<file path="config.mk">
export PLATFORM = sky130hd
export DESIGN_NAME = cla_pipe_adder_flat
export DESIGN_NICKNAME = d
export VERILOG_FILES = /design/src/rtl/cla_pipe_adder_if.sv /design/src/rtl/cla_pipe_adder.sv /design/src/flat_wrapper.sv
export SDC_FILE = /design/constraint.sdc
export NUM_CORES = 1
export LEC_CHECK = 0
export CORE_MARGIN = 5
export CORE_UTILIZATION = 55
export DETAILED_ROUTE_END_ITERATION = 8
export HOLD_SLACK_MARGIN = 0.03
export PLACE_DENSITY_LB_ADDON = 0.2
export SLEW_MARGIN = 20
export SYNTH_ARGS = -nofsm -noshare
export SYNTH_HDL_FRONTEND = slang
export SYNTH_SLANG_ARGS = --single-unit
</file>
<file path="constraint.sdc">
create_clock -name clk -period 6.8 [get_ports clk]
set_clock_uncertainty 0.15 [all_clocks]
set_input_delay 1.36 -clock clk [delete_from_list [all_inputs] [get_ports clk]]
set_output_delay 1.36 -clock clk [all_outputs]
set_load 0.03 [all_outputs]
</file>
<file path="src/rtl/cla_pipe_adder_if.sv">
// Operand/result bundle for cla_pipe_adder: valid/ready upstream with operands,
// valid/ready downstream with the result. The adder uses the slave view.
interface cla_pipe_adder_if #(
    parameter int WIDTH = 32
);
    logic             in_valid;
    logic             in_ready;
    logic [WIDTH-1:0] a;
    logic [WIDTH-1:0] b;
    logic             cin;
    logic             sub;
    logic             out_valid;
    logic             out_ready;
    logic [WIDTH-1:0] sum;
    logic             cout;
    logic             ovf;

    modport slave (
        input  in_valid, a, b, cin, sub, out_ready,
        output in_ready, out_valid, sum, cout, ovf
    );

    modport master (
        output in_valid, a, b, cin, sub, out_ready,
        input  in_ready, out_valid, sum, cout, ovf
    );
endinterface

</file>
<file path="src/rtl/cla_pipe_adder.sv">
// Pipelined carry-lookahead adder/subtractor: STAGES slices of 4-bit CLA groups with
// registered slice carries. Define CLA_PIPE_SAT_EN for signed saturation on overflow.
module cla_pipe_adder #(
    parameter int WIDTH  = 32,
    parameter int STAGES = 4,
    parameter int GROUP  = 4
) (
    input  logic            clk,
    input  logic            rst,
    cla_pipe_adder_if.slave bus
);
    localparam int S  = WIDTH / STAGES;
    localparam int NG = S / 4;
    localparam int L  = STAGES - 1;

    if (GROUP != 4) begin : g_bad_group
        $error("cla_pipe_adder: GROUP must be 4");
    end
    if (STAGES < 1 || STAGES > WIDTH / 4) begin : g_bad_stages
        $error("cla_pipe_adder: STAGES out of range 1..WIDTH/4");
    end
    if (WIDTH % (4 * STAGES) != 0) begin : g_bad_width
        $error("cla_pipe_adder: WIDTH must be a multiple of 4*STAGES");
    end

    typedef struct packed {
        logic [3:0] sum;
        logic       pg;
        logic       gg;
        logic       c3;
    } grp_t;

    typedef struct packed {
        logic [S-1:0] sum;
        logic         cout;
        logic         cmsb;
    } slice_t;

    function automatic grp_t cla4(input logic [3:0] x, input logic [3:0] y, input logic c0);
        logic [3:0] p;
        logic [3:0] g;
        logic [3:0] c;
        grp_t       r;
        p    = x ^ y;
        g    = x & y;
        c[0] = c0;
        c[1] = g[0] | (p[0] & c0);
        c[2] = g[1] | (p[1] & g[0]) | (p[1] & p[0] & c0);
        c[3] = g[2] | (p[2] & g[1]) | (p[2] & p[1] & g[0]) | (p[2] & p[1] & p[0] & c0);
        r.sum = p ^ c;
        r.pg  = &p;
        r.gg  = g[3] | (p[3] & g[2]) | (p[3] & p[2] & g[1]) | (p[3] & p[2] & p[1] & g[0]);
        r.c3  = c[3];
        return r;
    endfunction

    // Group lookahead across the slice: C(j+1) = G(j) | P(j)&C(j).
    function automatic slice_t cla_slice(input logic [S-1:0] x, input logic [S-1:0] y,
                                         input logic c_in);
        slice_t r;
        grp_t   g;
        logic   c;
        r = '0;
        c = c_in;
        for (int j = 0; j < NG; j++) begin
            g                  = cla4(x[j*4 +: 4], y[j*4 +: 4], c);
            r.sum[j*4 +: 4]    = g.sum;
            r.cmsb             = g.c3;
            c                  = g.gg | (g.pg & c);
        end
        r.cout = c;
        return r;
    endfunction

    logic [STAGES-1:0] r_v;
    logic [WIDTH-1:0]  r_a   [STAGES];
    logic [WIDTH-1:0]  r_b   [STAGES];
    logic [WIDTH-1:0]  r_sum [STAGES];
    logic [STAGES-1:0] r_c;
    logic [STAGES-1:0] r_cmsb;

    logic [STAGES:0]   w_en;
    logic [STAGES-1:0] w_v_src;
    logic [STAGES-1:0] w_c_src;
    logic [WIDTH-1:0]  w_a_src   [STAGES];
    logic [WIDTH-1:0]  w_b_src   [STAGES];
    logic [WIDTH-1:0]  w_sum_src [STAGES];
    logic [WIDTH-1:0]  w_sum_nx  [STAGES];
    logic [STAGES-1:0] w_c_nx;
    logic [STAGES-1:0] w_cmsb_nx;
    logic [WIDTH-1:0]  w_sum_out;
    logic              w_ovf;

    // A stage may load when it is empty or the stage after it is moving.
    always_comb begin
        logic [STAGES:0] en_v;
        // NOTE: every combinational output gets a default first so no path infers a latch.
        en_v         = '0;
        en_v[STAGES] = bus.out_ready;
        for (int k = L; k >= 0; k--) begin
            en_v[k] = !r_v[k] | en_v[k+1];
        end
        w_en = en_v;
    end

    // Stage sources: stage 0 takes the ports, later stages take the previous register.
    always_comb begin
        w_v_src      = '0;
        w_c_src      = '0;
        w_a_src[0]   = bus.a;
        w_b_src[0]   = bus.sub ? ~bus.b : bus.b;
        w_sum_src[0] = '0;
        w_v_src[0]   = bus.in_valid;
        w_c_src[0]   = bus.sub | bus.cin;
        for (int k = 1; k < STAGES; k++) begin
            w_a_src[k]   = r_a[k-1];
            w_b_src[k]   = r_b[k-1];
            w_sum_src[k] = r_sum[k-1];
            w_v_src[k]   = r_v[k-1];
            w_c_src[k]   = r_c[k-1];
        end
    end

    always_comb begin
        slice_t sl;
        w_c_nx    = '0;
        w_cmsb_nx = '0;
        for (int k = 0; k < STAGES; k++) begin
            sl                     = cla_slice(w_a_src[k][k*S +: S], w_b_src[k][k*S +: S],
                                               w_c_src[k]);
            w_sum_nx[k]            = w_sum_src[k];
            w_sum_nx[k][k*S +: S]  = sl.sum;
            w_c_nx[k]              = sl.cout;
            w_cmsb_nx[k]           = sl.cmsb;
        end
    end

    // NOTE: only valid bits and the visible result registers are reset; the skew and
    // de-skew datapath is qualified by the valid bits and may hold stale values.
    always_ff @(posedge clk) begin
        if (rst) begin
            r_v       <= '0;
            r_sum[L]  <= '0;
            r_c[L]    <= 1'b0;
            r_cmsb[L] <= 1'b0;
        end else begin
            for (int k = 0; k < STAGES; k++) begin
                if (w_en[k]) begin
                    // NOTE: state uses non-blocking assignments so every stage samples
                    // the pre-edge value of the stage before it.
                    r_v[k]    <= w_v_src[k];
                    r_a[k]    <= w_a_src[k];
                    r_b[k]    <= w_b_src[k];
                    r_sum[k]  <= w_sum_nx[k];
                    r_c[k]    <= w_c_nx[k];
                    r_cmsb[k] <= w_cmsb_nx[k];
                end
            end
        end
    end

    assign w_ovf = r_c[L] ^ r_cmsb[L];

`ifdef CLA_PIPE_SAT_EN
    // On overflow both operands share a sign, so a's MSB picks the clamp direction.
    always_comb begin
        w_sum_out = r_sum[L];
        if (w_ovf) begin
            w_sum_out = r_a[L][WIDTH-1] ? {1'b1, {(WIDTH-1){1'b0}}}
                                        : {1'b0, {(WIDTH-1){1'b1}}};
        end
    end
`else
    assign w_sum_out = r_sum[L];
`endif

    assign bus.in_ready  = w_en[0];
    assign bus.out_valid = r_v[L];
    assign bus.sum       = w_sum_out;
    assign bus.cout      = r_c[L];
    assign bus.ovf       = w_ovf;
endmodule

</file>
<file path="src/flat_wrapper.sv">
// flat-port wrapper written by rule: the top's interface ports become plain ports
module cla_pipe_adder_flat 
#(
    parameter int WIDTH  = 32,
    parameter int STAGES = 4,
    parameter int GROUP  = 4
)
  (clk, rst, bus_in_valid, bus_a, bus_b, bus_cin, bus_sub, bus_out_ready, bus_in_ready, bus_out_valid, bus_sum, bus_cout, bus_ovf);
  cla_pipe_adder_if #(.WIDTH(WIDTH)) bus_i ();
  input  logic clk;
  input  logic rst;
  input wire logic [$bits(bus_i.in_valid)-1:0] bus_in_valid;
  input wire logic [$bits(bus_i.a)-1:0] bus_a;
  input wire logic [$bits(bus_i.b)-1:0] bus_b;
  input wire logic [$bits(bus_i.cin)-1:0] bus_cin;
  input wire logic [$bits(bus_i.sub)-1:0] bus_sub;
  input wire logic [$bits(bus_i.out_ready)-1:0] bus_out_ready;
  output wire logic [$bits(bus_i.in_ready)-1:0] bus_in_ready;
  output wire logic [$bits(bus_i.out_valid)-1:0] bus_out_valid;
  output wire logic [$bits(bus_i.sum)-1:0] bus_sum;
  output wire logic [$bits(bus_i.cout)-1:0] bus_cout;
  output wire logic [$bits(bus_i.ovf)-1:0] bus_ovf;
  assign bus_i.in_valid = bus_in_valid;
  assign bus_i.a = bus_a;
  assign bus_i.b = bus_b;
  assign bus_i.cin = bus_cin;
  assign bus_i.sub = bus_sub;
  assign bus_i.out_ready = bus_out_ready;
  assign bus_in_ready = bus_i.in_ready;
  assign bus_out_valid = bus_i.out_valid;
  assign bus_sum = bus_i.sum;
  assign bus_cout = bus_i.cout;
  assign bus_ovf = bus_i.ovf;
  cla_pipe_adder #(.WIDTH(WIDTH), .STAGES(STAGES), .GROUP(GROUP)) u_core (.clk(clk), .rst(rst), .bus(bus_i));
endmodule
</file>
==> flow_summary_export.csv <==
group,metric,value,unit
run_status,status,"finished clean",
sta,period_needed,4430,ps
logic_synthesis,synth.avg_cell_area,16.8,um2
setup_path,r2r-start,"u_core.r_a[2][24]",
floorplanning,die_area,16100,um2
place,dp_hpwl,8770,um
sta,fmaxAchievable,0.226,GHz
logic_synthesis,synth-edff-count,179,
sta,setup_tns,0,ps
drt,initialDrtViolationCount,257,
flow_run,drv_cap,0,
drt,wl_per_cell,17.0,um
drt,dr.pass1.iters,5,
final_layout,syn_to_final_growth,25.1,%
logic_synthesis,yosysUniqueCellTypes,42,
worst_hold_path,hp-class,"reg -> reg",
floorplanning,fp.coreArea,13300,um2
drt,route.detailed.drc,0,
place,gp_congestion,0.813,
setup_path,cp-end-kind,"output pin",
setup_path,cp-startpoint,"bus_out_ready",
floorplanning,die_y,127,um
logic_synthesis,ys.flop_type,"edfxtp_1",
logic_synthesis,netlist.area_leader.share,71.4,%
logic_synthesis,ys_seq_area_share,73.0,%
power,leakagePower,3.63,nW
clock_network,cts_buffer_depth,2,
final_layout,drive_gt1_share,8.67,%
clock_network,cts.sinks,185,
global_route,grt_max_degree,58,
logic_synthesis,synth-seq-cells,185,
sta,setup-violations-final,0,
clock_network,hold_buffers,0,
drt,vias,3919,
sta,slew_headroom,29.3,%
floorplanning,rows,42,
final_layout,diodes,0,
setup_path,rr_worst_depth,7,
global_route,grtUsageTotal,16.9,%
clock_network,clk_latency,420,ps
setup_path,endpoint,"bus_in_ready",
power,vdd_drop_max,0.000185,V
logic_synthesis,synth_area_leaders,"edfxtp_1, ha_1, xor2_1, and3_1, fa_1",
logic_synthesis,yosysTopAreaCell,"edfxtp_1",
global_route,grt_pass1_vias,4079,
setup_path,required,5290,ps
setup_path,regToRegEndpoint,"u_core.r_sum[3][29]",
sta,worstMarginPinSlew,1060,ps
logic_synthesis,synthCells,447,
global_route,antenna_found_initial,0,
setup_path,critPathMaxFanout,12,
clock_network,clkSlewWorstSetupHoldPaths,60,ps
drt,ant_nets,0,
sta,rsz0062_at_grt,"no",
logic_synthesis,syn_area,7530,um2
final_layout,fillCellCount,882,
clock_network,ctsResizeCount,0,
floorplanning,fp.dieW,127,um
logic_synthesis,ys_async_sr_fraction,0,%
final_layout,seq_area,5500,um2
setup_path,crit_path_start_kind,"input pin",
drt,wl,12800,um
clock_network,cts_made_buffers,17,
setup_path,regToRegSetupSlack,4200,ps
clock_network,h-tree-depth,4,
sta,fin_crit_sh,65.2,%
final_layout,finalNetCount,674,
logic_synthesis,yosys_warnings,0,
logic_synthesis,synthesis.nets,557,
final_layout,multi_input_area,1930,um2
drt,via_per_inst,5.20,
clock_network,cts_tree,"built",
clock_network,cts_setup_buffers,0,
sta,finalHoldViolations,0,
setup_path,crit_arrival,2920,ps
sta,hold_slack,267,ps
place,io_buffer_count,105,
global_route,grt_pass1_wl,20800,um
power,p_per_area,300,nW/um2
floorplanning,io_pins,106,
worst_hold_path,min_path_cells,0,
floorplanning,initial_core_util,56.4,%
sta,slew_violations,0,
clock_network,cts_root_buffer,"clkbuf_16",
setup_path,worstSetupPathType,"in -> out",
global_route,grt-ovfl-total,0,
flip-flops by register name (all words and copies together) (netlist names):
name and flops:
u_core.r_sum 80, u_core.r_a 48, u_core.r_b 48, u_core.r_c 4, u_core.r_v 4, u_core.r_cmsb 1
logic make-up (layout without fill, tap and decap cells):
family                   Yosys count  after routing  synth area share (%)
AND/OR/NAND/NOR                   84             84                  6.08
flip-flops                       185            185                  73.0
buffers and inverters             32            162                  1.66
multiplexers                       2              2                 0.266
adder cells (fa/ha/maj)           40             40                  7.45
AO/OA/AOI/OAI                     53             53                  5.59
XOR/XNOR                          51             51                  5.94
layout by cell type (no fill, tap or decap), drive strengths merged, types with 6 or more instances in the layout:
cell           synthesis  routed
clkinv                 0       8
nand2                 12      12
o21ai                  6       6
xor2                  39      39
nor2                  13      13
a21oi                 15      15
buf                    4       6
edfxtp               179     179
clkbuf                 8      18
and3                  29      29
xnor2                 12      12
clkdlybuf4s50          0     104
fa                     8       8
inv                   20      21
dfxtp                  6       6
ha                    32      32
a21o                   8       8
worst max-delay path, stage by stage:
cell and delay, ps:
clkdlybuf4s50_1 490, nor2b_1 50, buf_4 170, nand4_1 140
clkdlybuf4s50_1 710
layout make-up:
cell class                 instances  share of cell area [%]
timing repair buffer             110                    11.5
clock inverter                    14                    1.90
clock buffer                      18                    4.56
tap                              176                    2.34
inverter                          20                   0.797
sequential                       185                    58.4
multi-input combinational        230                    20.5
metal layers:
metal / GRT usage (%) / wire [um] / up-vias
met2: 28.5 / 6700 / 117
li1: - / - / 1916
met5: 0 / 0 / -
met4: 5.80 / 162 / 0
met1: 21.2 / 5260 / 1872
met3: 4.63 / 661 / 14
synth_stat cells (2+ instances only):
cell and instances:
fa_1 8, nor2_1 13, clkbuf_1 8, nand2b_1 4, nor2b_1 2, xor2_1 39, edfxtp_1 179, a21o_1 6
o21ai_1 4, ha_1 32, o21ai_0 2, a21o_2 2, buf_2 4, mux2i_1 2, nand3_1 5, a21boi_0 3
a31oi_1 4, and3_1 29, a21oi_1 15, xnor2_1 12, o21a_1 2, or2_2 2, or3_1 3, dfxtp_1 6
a211oi_2 3, nand2_1 12, nor3_1 5, nand4_1 2, o21bai_2 2, a2111o_1 2, nor4_1 3, a221oi_2 2
inv_1 20, and2_1 2
worst min-delay path by stage:
stage                           start                end
floorplan           u_core.r_a[0][16]  u_core.r_a[1][16]
global placement    u_core.r_b[0][23]  u_core.r_b[1][23]
detailed placement  u_core.r_b[0][21]  u_core.r_b[1][21]
CTS                 u_core.r_a[0][16]  u_core.r_a[1][16]
global route        u_core.r_a[0][16]  u_core.r_a[1][16]
finish              u_core.r_a[1][30]  u_core.r_a[2][30]
stage by stage:
stage / cell area, um2 / setup WS, ps / utilization (%) / total power, mW / instances
global route: 9420 / 2260 / 70.5 / 2.94 / 753
detailed placement: 8810 / 2360 / 66.0 / 1.85 / 721
floorplan: 7530 / 2040 / - / 1.70 / 447
finish: 9420 / 2370 / 70.5 / 2.83 / 753
global placement: 8810 / 2360 / 66.0 / 1.83 / 721
CTS: 9420 / 2360 / 70.5 / 2.85 / 753
power by group:
part / total [mW] / switching (mW) / internal (mW)
clock network: 1.00 / 0.393 / 0.610
registers: 1.45 / 0.0390 / 1.41
logic: 0.379 / 0.202 / 0.177
(Power assumes the default switching activity.)
